## src/rtl/hazard_sequencer_pkg.sv

```systemverilog
// Shared types for the pipeline hazard sequencer: forward-port bundle,
// sequencer state encoding and default mult/div latency.
package hazard_sequencer_pkg;

  localparam int MD_LATENCY_DEFAULT = 4;
  localparam int CNT_W_DEFAULT      = 4;

  typedef struct packed {
    logic        write;
    logic [4:0]  addr;
    logic [31:0] value;
    logic        eval;
  } ForwardPort;

  typedef enum logic [1:0] {
    RUN     = 2'd0,
    MD_WAIT = 2'd1,
    HALTED  = 2'd2
  } HazState;

endpackage

```

## src/rtl/hazard_sequencer_match.sv

```systemverilog
// Load-use match for one forward port: the producer writes a register the ID
// instruction reads, and its value is not yet evaluated.
module hazard_match
  import hazard_sequencer_pkg::*;
(
  input  ForwardPort  port_i,
  input  logic [4:0]  rs_addr_i,
  input  logic [4:0]  rt_addr_i,
  input  logic        uses_rs_i,
  input  logic        uses_rt_i,
  output logic        match_o
);

  logic rs_hit;
  logic rt_hit;
  logic unused_value;

  assign rs_hit  = uses_rs_i & (port_i.addr == rs_addr_i);
  assign rt_hit  = uses_rt_i & (port_i.addr == rt_addr_i);
  // $0 is hardwired, so writes to it never create a dependency
  assign match_o = port_i.write & ~port_i.eval & (port_i.addr != 5'd0) & (rs_hit | rt_hit);

  assign unused_value = ^port_i.value;

endmodule

```

## src/rtl/hazard_sequencer.sv

```systemverilog
// Central stall/flush controller: merges memory wait, mult/div occupancy,
// load-use interlocks, branch redirects and halt into per-stage hold/clear.
module hazard_sequencer
  import hazard_sequencer_pkg::*;
#(
  parameter int MD_LATENCY = MD_LATENCY_DEFAULT,
  parameter int CNT_W      = CNT_W_DEFAULT
) (
  input  logic       clock,
  input  logic       reset,
  input  logic [4:0] idRsAddr,
  input  logic [4:0] idRtAddr,
  input  logic       idUsesRs,
  input  logic       idUsesRt,
  input  ForwardPort exPort,
  input  ForwardPort memPort,
  input  logic       mdStart,
  input  logic       redirect,
  input  logic       haltId,
  input  logic       memReq,
  input  logic       memAck,
  output logic       pcHold,
  output logic       ifIdHold,
  output logic       ifIdClear,
  output logic       idExHold,
  output logic       idExClear,
  output logic       exMemHold,
  output logic       exMemClear,
  output logic       memWbHold,
  output logic       memWbClear,
  output logic       mdBusy,
  output logic [1:0] state
);

  localparam bit             MD_STALLS = (MD_LATENCY > 1);
  localparam logic [CNT_W-1:0] MD_LOAD = CNT_W'(MD_LATENCY - 1);

  HazState          state_q, state_d;
  logic [CNT_W-1:0] md_cnt_q, md_cnt_d;

  logic ex_match;
  logic mem_match;
  logic lu_stall;
  logic mem_stall;
  logic md_stall;

  hazard_match u_match_ex (
    .port_i    (exPort),
    .rs_addr_i (idRsAddr),
    .rt_addr_i (idRtAddr),
    .uses_rs_i (idUsesRs),
    .uses_rt_i (idUsesRt),
    .match_o   (ex_match)
  );

  hazard_match u_match_mem (
    .port_i    (memPort),
    .rs_addr_i (idRsAddr),
    .rt_addr_i (idRtAddr),
    .uses_rs_i (idUsesRs),
    .uses_rt_i (idUsesRt),
    .match_o   (mem_match)
  );

  assign lu_stall  = ex_match | mem_match;
  assign mem_stall = memReq & ~memAck;
  assign md_stall  = (state_q == MD_WAIT);

  always_comb begin
    state_d  = state_q;
    md_cnt_d = md_cnt_q;
    case (state_q)
      RUN: begin
        // mdStart under a memory wait is retried: ID/EX stays held with it
        if (mdStart && !mem_stall && MD_STALLS) begin
          state_d  = MD_WAIT;
          md_cnt_d = MD_LOAD;
        end else if (haltId && !mem_stall && !lu_stall) begin
          state_d = HALTED;
        end
      end
      MD_WAIT: begin
        md_cnt_d = md_cnt_q - CNT_W'(1);
        if (md_cnt_q == CNT_W'(1)) state_d = RUN;
      end
      HALTED:  state_d = HALTED;
      default: state_d = RUN;
    endcase
  end

  always_ff @(posedge clock or negedge reset) begin
    if (!reset) begin
      state_q  <= RUN;
      md_cnt_q <= '0;
    end else begin
      state_q  <= state_d;
      md_cnt_q <= md_cnt_d;
    end
  end

  always_comb begin
    pcHold     = 1'b0;
    ifIdHold   = 1'b0;
    ifIdClear  = 1'b0;
    idExHold   = 1'b0;
    idExClear  = 1'b0;
    exMemHold  = 1'b0;
    exMemClear = 1'b0;
    memWbHold  = 1'b0;
    memWbClear = 1'b0;
    if (!reset) begin
      pcHold     = 1'b1;
      ifIdClear  = 1'b1;
      idExClear  = 1'b1;
      exMemClear = 1'b1;
      memWbClear = 1'b1;
    end else if (mem_stall) begin
      pcHold     = 1'b1;
      ifIdHold   = 1'b1;
      idExHold   = 1'b1;
      exMemHold  = 1'b1;
      memWbClear = 1'b1;
    end else if (md_stall) begin
      pcHold     = 1'b1;
      ifIdHold   = 1'b1;
      idExHold   = 1'b1;
      exMemClear = 1'b1;
    end else if (state_q == HALTED) begin
      // ID only ever sees bubbles once halted, so interlocks are moot here
      pcHold    = 1'b1;
      ifIdClear = 1'b1;
    end else if (lu_stall) begin
      pcHold    = 1'b1;
      ifIdHold  = 1'b1;
      idExClear = 1'b1;
    end else if (redirect) begin
      ifIdClear = 1'b1;
    end
  end

  assign mdBusy = (md_cnt_q != '0);
  assign state  = state_q;

endmodule

```

## config.mk

```make
export PLATFORM = sky130hd
export DESIGN_NAME = hazard_sequencer
export DESIGN_NICKNAME = d
export VERILOG_FILES = /design/src/rtl/hazard_sequencer_pkg.sv /design/src/rtl/hazard_sequencer_match.sv /design/src/rtl/hazard_sequencer.sv
export SDC_FILE = /design/constraint.sdc
export NUM_CORES = 1
export LEC_CHECK = 0
export CAP_MARGIN = 15
export CORE_ASPECT_RATIO = 1.5
export CORE_MARGIN = 4
export CORE_UTILIZATION = 21
export CTS_CLUSTER_DIAMETER = 40
export DETAILED_ROUTE_END_ITERATION = 16
export GPL_ROUTABILITY_DRIVEN = 1
export PLACE_DENSITY = 0.84
export RECOVER_POWER = 25
export SLEW_MARGIN = 20
export SYNTH_ARGS = -nofsm -noshare
export SYNTH_HDL_FRONTEND = slang
export SYNTH_HIERARCHICAL = 1
export SYNTH_SLANG_ARGS = --single-unit
export TNS_END_PERCENT = 1
```

## constraint.sdc

```tcl
create_clock -name clock -period 2.1 [get_ports clock]
set_clock_uncertainty 0.05 [all_clocks]
set_input_delay 0.42 -clock clock [delete_from_list [all_inputs] [get_ports clock]]
set_output_delay 0.42 -clock clock [all_outputs]
set_load 0.03 [all_outputs]
```

* Word-level counts from Yosys, hierarchy flattened
Index checks and enable logic that the tools add are counted.
Storage, ports and cells: bits in read-only memories 0, input port bits 97, bits in writable memories 0, bits in latches 0, flip-flop bits (word level) 6, memories kept 0
Operators by class: shifts and indexed selects 0, add/subtract/negate cells 1, order comparisons 0, bitwise gates (word level) 17, reductions and logical operators 12, div/mod/pow operators 0, $mul 0, equality and inequality tests 10, mux-type cells 32
Operators by type and width (count):
- $mux W1 | 26
- $eq A5 B5 Y1 | 4
- $and A1 B1 Y1 | 11
- $reduce_bool A5 Y1 | 2
- $pmux W4 S2 | 1
- $mux W2 | 3
- $pmux W2 S3 | 1
- $eq A4 B1 Y1 const B | 1
- $mux W4 | 1
- $reduce_and A2 Y1 | 2
- $reduce_bool A4 Y1 | 1
- $sub A4 B1 Y4 const B | 1
- $logic_and A1 B1 Y1 | 3
- $ne A3 B3 Y1 const B | 1
- $not A1 Y1 | 3
- $or A1 B1 Y1 | 3
- $eq A2 B1 Y1 const B | 1
- $eq A2 B2 Y1 const B | 1
- $logic_not A1 Y1 | 2
- $logic_not A2 Y1 | 1
- $ne A2 B1 Y1 const B | 1
- $ne A2 B2 Y1 const B | 1
- $reduce_bool A2 Y1 | 1

* Depth between registers and ports, before layout
Gate-level depths: netlist of the first run.
word-level depth 10, mapped depth 7, gate-level depth less buffers 7

* Hierarchy
The synthesis of the first run kept the hierarchy.
Modules (own cells, without submodules):
- hazard_sequencer | area each 450.4 um^2, times used 1, seq. area each 150.1 um^2, cells an instance 50
- hazard_match | area each 140.1 um^2, times used 2, seq. area each 0.0 um^2, cells an instance 18

* Worst setup path before layout of the first run
Ideal clock, no wire load.
path kind input -> output, start in memPort[35] (netlist name), end out ifIdClear, data arrival time 2.259 ns, path buffers 0, cell stages on the path 6, slack -0.629 ns, required time 1.630 ns, cell sequence or4_1 > o21ai_1 > a21oi_1 > nor2_1 > a21oi_1 > o311ai_1
On the way: cells in the longest elaborated chain, start to end 10, elaborated cells between the ends (all ways) 14, classes of those cells eq/ne: 2; mux: 5; bitwise: 6; reduce/logical: 1
Ends and longest elaborated chain:
- start: declaration | line hazard_sequencer.sv:16 | input ForwardPort memPort,
- $eq A5 B5 Y1 (on tied branches) | line hazard_sequencer_match.sv:18, hazard_sequencer_match.sv:19
- $and A1 B1 Y1 (on tied branches) | line hazard_sequencer_match.sv:18, hazard_sequencer_match.sv:19
- $or A1 B1 Y1 | line hazard_sequencer_match.sv:21 | assign match_o = port_i.write & ~port_i.eval & (port_i.addr != 5'd0) & (rs_hit | rt_hit);
- $and A1 B1 Y1 (*) | line hazard_sequencer_match.sv:21
- named net mem_match | line hazard_sequencer.sv:42 | logic mem_match;
- $or A1 B1 Y1 (*) | line hazard_sequencer.sv:65 | assign lu_stall = ex_match | mem_match;
- $mux W1 (*) | line hazard_sequencer.sv:132 | end else if (lu_stall) begin
- $mux W1 (*) | line hazard_sequencer.sv:128 | end else if (state_q == HALTED) begin
- $mux W1 (*) | line hazard_sequencer.sv:123 | end else if (md_stall) begin
- $mux W1 (*) | line hazard_sequencer.sv:117 | end else if (mem_stall) begin
- $mux W1 (*) | line hazard_sequencer.sv:111 | if (!reset) begin
- end: declaration | line hazard_sequencer.sv:24 | output logic ifIdClear,
Mark *: on every way through the listed nets, which the timed path passes. The rest lies on a longest branch.

* Worst setup path after layout of the first run
start in exPort[33] (netlist name), end out ifIdHold
On the way: cells in the longest elaborated chain, start to end 10, elaborated cells between the ends (all ways) 14, classes of those cells eq/ne: 2; mux: 5; bitwise: 6; reduce/logical: 1
Ends and longest elaborated chain:
- start: declaration | line hazard_sequencer.sv:15 | input ForwardPort exPort,
- $eq A5 B5 Y1 (on tied branches) | line hazard_sequencer_match.sv:18, hazard_sequencer_match.sv:19
- $and A1 B1 Y1 (on tied branches) | line hazard_sequencer_match.sv:18, hazard_sequencer_match.sv:19
- $or A1 B1 Y1 | line hazard_sequencer_match.sv:21
- $and A1 B1 Y1 (*) | line hazard_sequencer_match.sv:21
- named net ex_match | line hazard_sequencer.sv:41 | logic ex_match;
- $or A1 B1 Y1 (*) | line hazard_sequencer.sv:65
- $mux W1 (*) | line hazard_sequencer.sv:132
- $mux W1 (*) | line hazard_sequencer.sv:128
- $mux W1 (*) | line hazard_sequencer.sv:123
- $mux W1 (*) | line hazard_sequencer.sv:117
- $mux W1 (*) | line hazard_sequencer.sv:111
- end: declaration | line hazard_sequencer.sv:23 | output logic ifIdHold,
Marks and branches as above.

==> results.yml, run 1 <==
synth:
  synth_area_leaders: "dfrtp_1 21%, xor2_1 20%, ha_1 5.1%"
  yosys.area.top_type_share_pct: 20.5
  post_synth_num_cell_types: 36
  net_count_of_the_mapped_netlist: 186
  synth_enable_flop_cells: 0
  syn_inst: 86
  post_synth_instance_area_um2: 731
  yosys_register_bits: 6
  synth_top_cell_by_area: "dfrtp_1"
  avgSynthCellArea_um2: 8.50
  synth_ff_type: "dfrtp_1"
  async_reset_ff_share_pct: 100
  yosysWarningCount: 6
  ys_seq_area_share_pct: 20.5
critical_path:
  cp_max_fo: 6
  setup.worst_path.start_class: "primary input"
  rrSetupSlack_ps: 570
  timing.critical_path.arrival_ps: 2090
  end_kind: "output port"
  crit_type: "primary input to output port"
  required_ps: 1630
final_layout:
  area.growth.synth_to_final_pct: 94.7
  antenna-diode-count: 0
  final_design_area_no_fill_mm2: 0.00142
  post_layout_nonfiller_instances: 190
  design.final.nets: 250
  fraction_of_final_layout_cells_with_drive_strength_greater_than_1_pct: 35.1
worst_hold_path:
  holdCritPathClass: "flop to flop"
power_and_ir_drop:
  power.density_cell_area_mw_per_mm2: 700
  share_seq_of_total_power_pct: 20.8
  ir_drop_mv: 0.370
  net_switching_share_of_the_total_power_pct: 41.5
  share_clk_of_total_power_pct: 17.3
  leakage_nw: 0.619
  post-layout-total-power_w: 0.000996
  p_int_w: 0.000583
  comb_power_share_pct: 61.8
  switchingPower_w: 0.000413
grt:
  grt_overflow_total: 0
  antenna_violations_before_repair: 0
  grt_start_max_net_pins: 13
  global_route_wire_length_before_repair_um: 4020
  grt_pass1_vias: 943
  track_usage_pct: 11.6
clocking:
  worst_skew_pair.late_latency_ps: 220
  ctsLongestPathBuffers: 2
  cts.htree.levels: 1
  tritoncts.num_buffers: 3
  tritoncts: "done"
  cts_hold_buf: 0
  worst_path_clk_slew_ps: 30
  cts_sinks: 6
  clk_root_buffer_cell: "clkbuf_8"
detailed_routing:
  vias_per_cell: 4.67
  vias: 887
  remaining_drc_errors: 0
  detail_route.first_pass.iterations: 3
  ant_nets: 0
  wl_um: 2610
  detailedRoute.firstIterationViolations: 10
  routed_wire_length_per_instance_um: 13.7
place:
  placement.cell_area_mm2: 0.00134
  buffer_ports.inserted: 43
  place.detailed.instances: 186
  gp_weighted_congestion: 0.889
  dpl.hpwl_um: 2120
sta:
  final.setup.worst_slack_ps: -461
  finalSetupViolCount: 4
  tns_ps: -1630
  unrepaired_setup_endpoints_after_global_routing: "true"
  hold-worst-slack_ps: 508
  final.period_utilization_pct: 122
  report.final.hold_viol_count: 0
  fmax_ghz: 0.391
  min_period_ps: 2560
  report.final.slew_viol_count: 0
floorplan:
  initial_utilization_pct: 21.6
  design.portCount: 109
  die_area_mm2: 0.00451
  num_rows: 26
  fp.dieH_um: 80.2
  design.core.area_mm2: 0.00338
  floorplan.die.width_um: 56.2
status:
  outcome: "finished, violations left"
  failed_checks: "setup timing"
flow_run:
  drv_cap: 0
[flip-flops by register name, summed over array words and instances, names as in the netlist]
register and count:
md_cnt_q 4, state 2
[cell families after synthesis]
kind of cell / after synthesis / share of synthesized area [%]
xor gates and xnor gates: 21 / 25.2
adders and majority gates: 3 / 5.14
other: 1 / 0.513
DFF: 6 / 20.5
and+or+nand+nor: 30 / 25.5
buffers and inverters: 7 / 5.31
AOI/OAI and AO/OA: 17 / 16.4
muxes: 1 / 1.37
[cell usage in the layout (no fill, tap or decap), types with 2 or more instances in the layout]
cell type,n
o21ai_0,2
clkdlybuf4s15_1,3
nor4_2,3
o21ai_2,2
dlygate4sd2_1,7
nor2_1,3
nor2b_1,3
or4_4,2
nand3_1,5
xnor2_1,4
ha_1,3
a21oi_2,3
xor2_1,17
buf_6,8
clkdlybuf4s50_1,15
nand2b_1,2
buf_2,3
clkbuf_8,3
nand2_1,3
inv_1,4
dfrtp_1,6
and2_1,2
buf_4,22
[power by group through the flow]
stage,clock network (W),logic (W),registers (W)
finish,0.000173,0.000616,0.000207
global route,0.000185,0.000675,0.000214
CTS,0.000180,0.000609,0.000207
detailed placement,0,0.000605,0.000209
global placement,0,0.000594,0.000206
floorplan,0,0.000347,0.000217
[cell usage after synthesis (2+ instances only)]
cell      count
dfrtp_1       6
a21oi_1       3
xnor2_1       4
o21ai_1       2
nor4_1        2
nand2b_1      2
nor4_2        2
xor2_1       17
o21ai_0       2
inv_1         4
nand2_1       3
nor2_1        4
ha_1          3
nor2b_1       3
nand3_1       5
and2_1        2
or4_1         3
[worst paths after layout]
path                                   from          end  depth (start not counted)
worst max-delay path             exPort[33]     ifIdHold                          9
worst min-delay path            md_cnt_q[0]  md_cnt_q[0]                          2
worst max register to register     state[1]  md_cnt_q[3]                          5
worst min register to register  md_cnt_q[0]  md_cnt_q[0]                          2
max in group asynchronous             reset  md_cnt_q[3]                          2
min in group asynchronous             reset     state[1]                          2
[worst max-delay path, cell delays in order]
cell and delay, ps:
buf_6 90, or4_4 520, o21ai_2 140, a21oi_2 50, buf_4 140, nor2_4 200, nor2_1 70, o311a_1 310
buf_6 150
[what timing repair did]
action / 4_1_cts / 5_1_grt
hold endpoints to repair: 0 / 0
setup endpoints to repair: 6 / 7
resized for setup: 60 / 13
pin swaps: 22 / 16
setup buffers: 0 / 1
[through the flow]
stage               utilization (%)  setup WS (ps)
CTS                            40.6           -487
finish                         42.0           -461
global route                   42.0           -499
floorplan                         -           -251
global placement               39.6          -1030
detailed placement             39.6          -1080
[cell type report]
class	count	area [um^2]
Inverter	4	15.0
Multi-Input combinational cell	73	613
Timing Repair Buffer	62	551
Clock buffer	3	41.3
Tap cell	42	52.6
Sequential cell	6	150
Fill cell	344	1960
[per-layer routing]
layer	vias up	global-route usage [%]	wire length (um)
met3	9	4.66	266
met2	48	22.1	1400
met5	-	0	0
li1	433	-	-
met4	0	7.13	85
met1	397	9.67	849
Note: power is estimated with default switching activity, not from simulation.
==> run 2: changes to the inputs <==
- CTS_CLUSTER_DIAMETER: 40 -> 120
- TNS_END_PERCENT: 1 -> 20
==> results of run 2 <==
Final layout, timing and power as in run 1 (identical DEF).
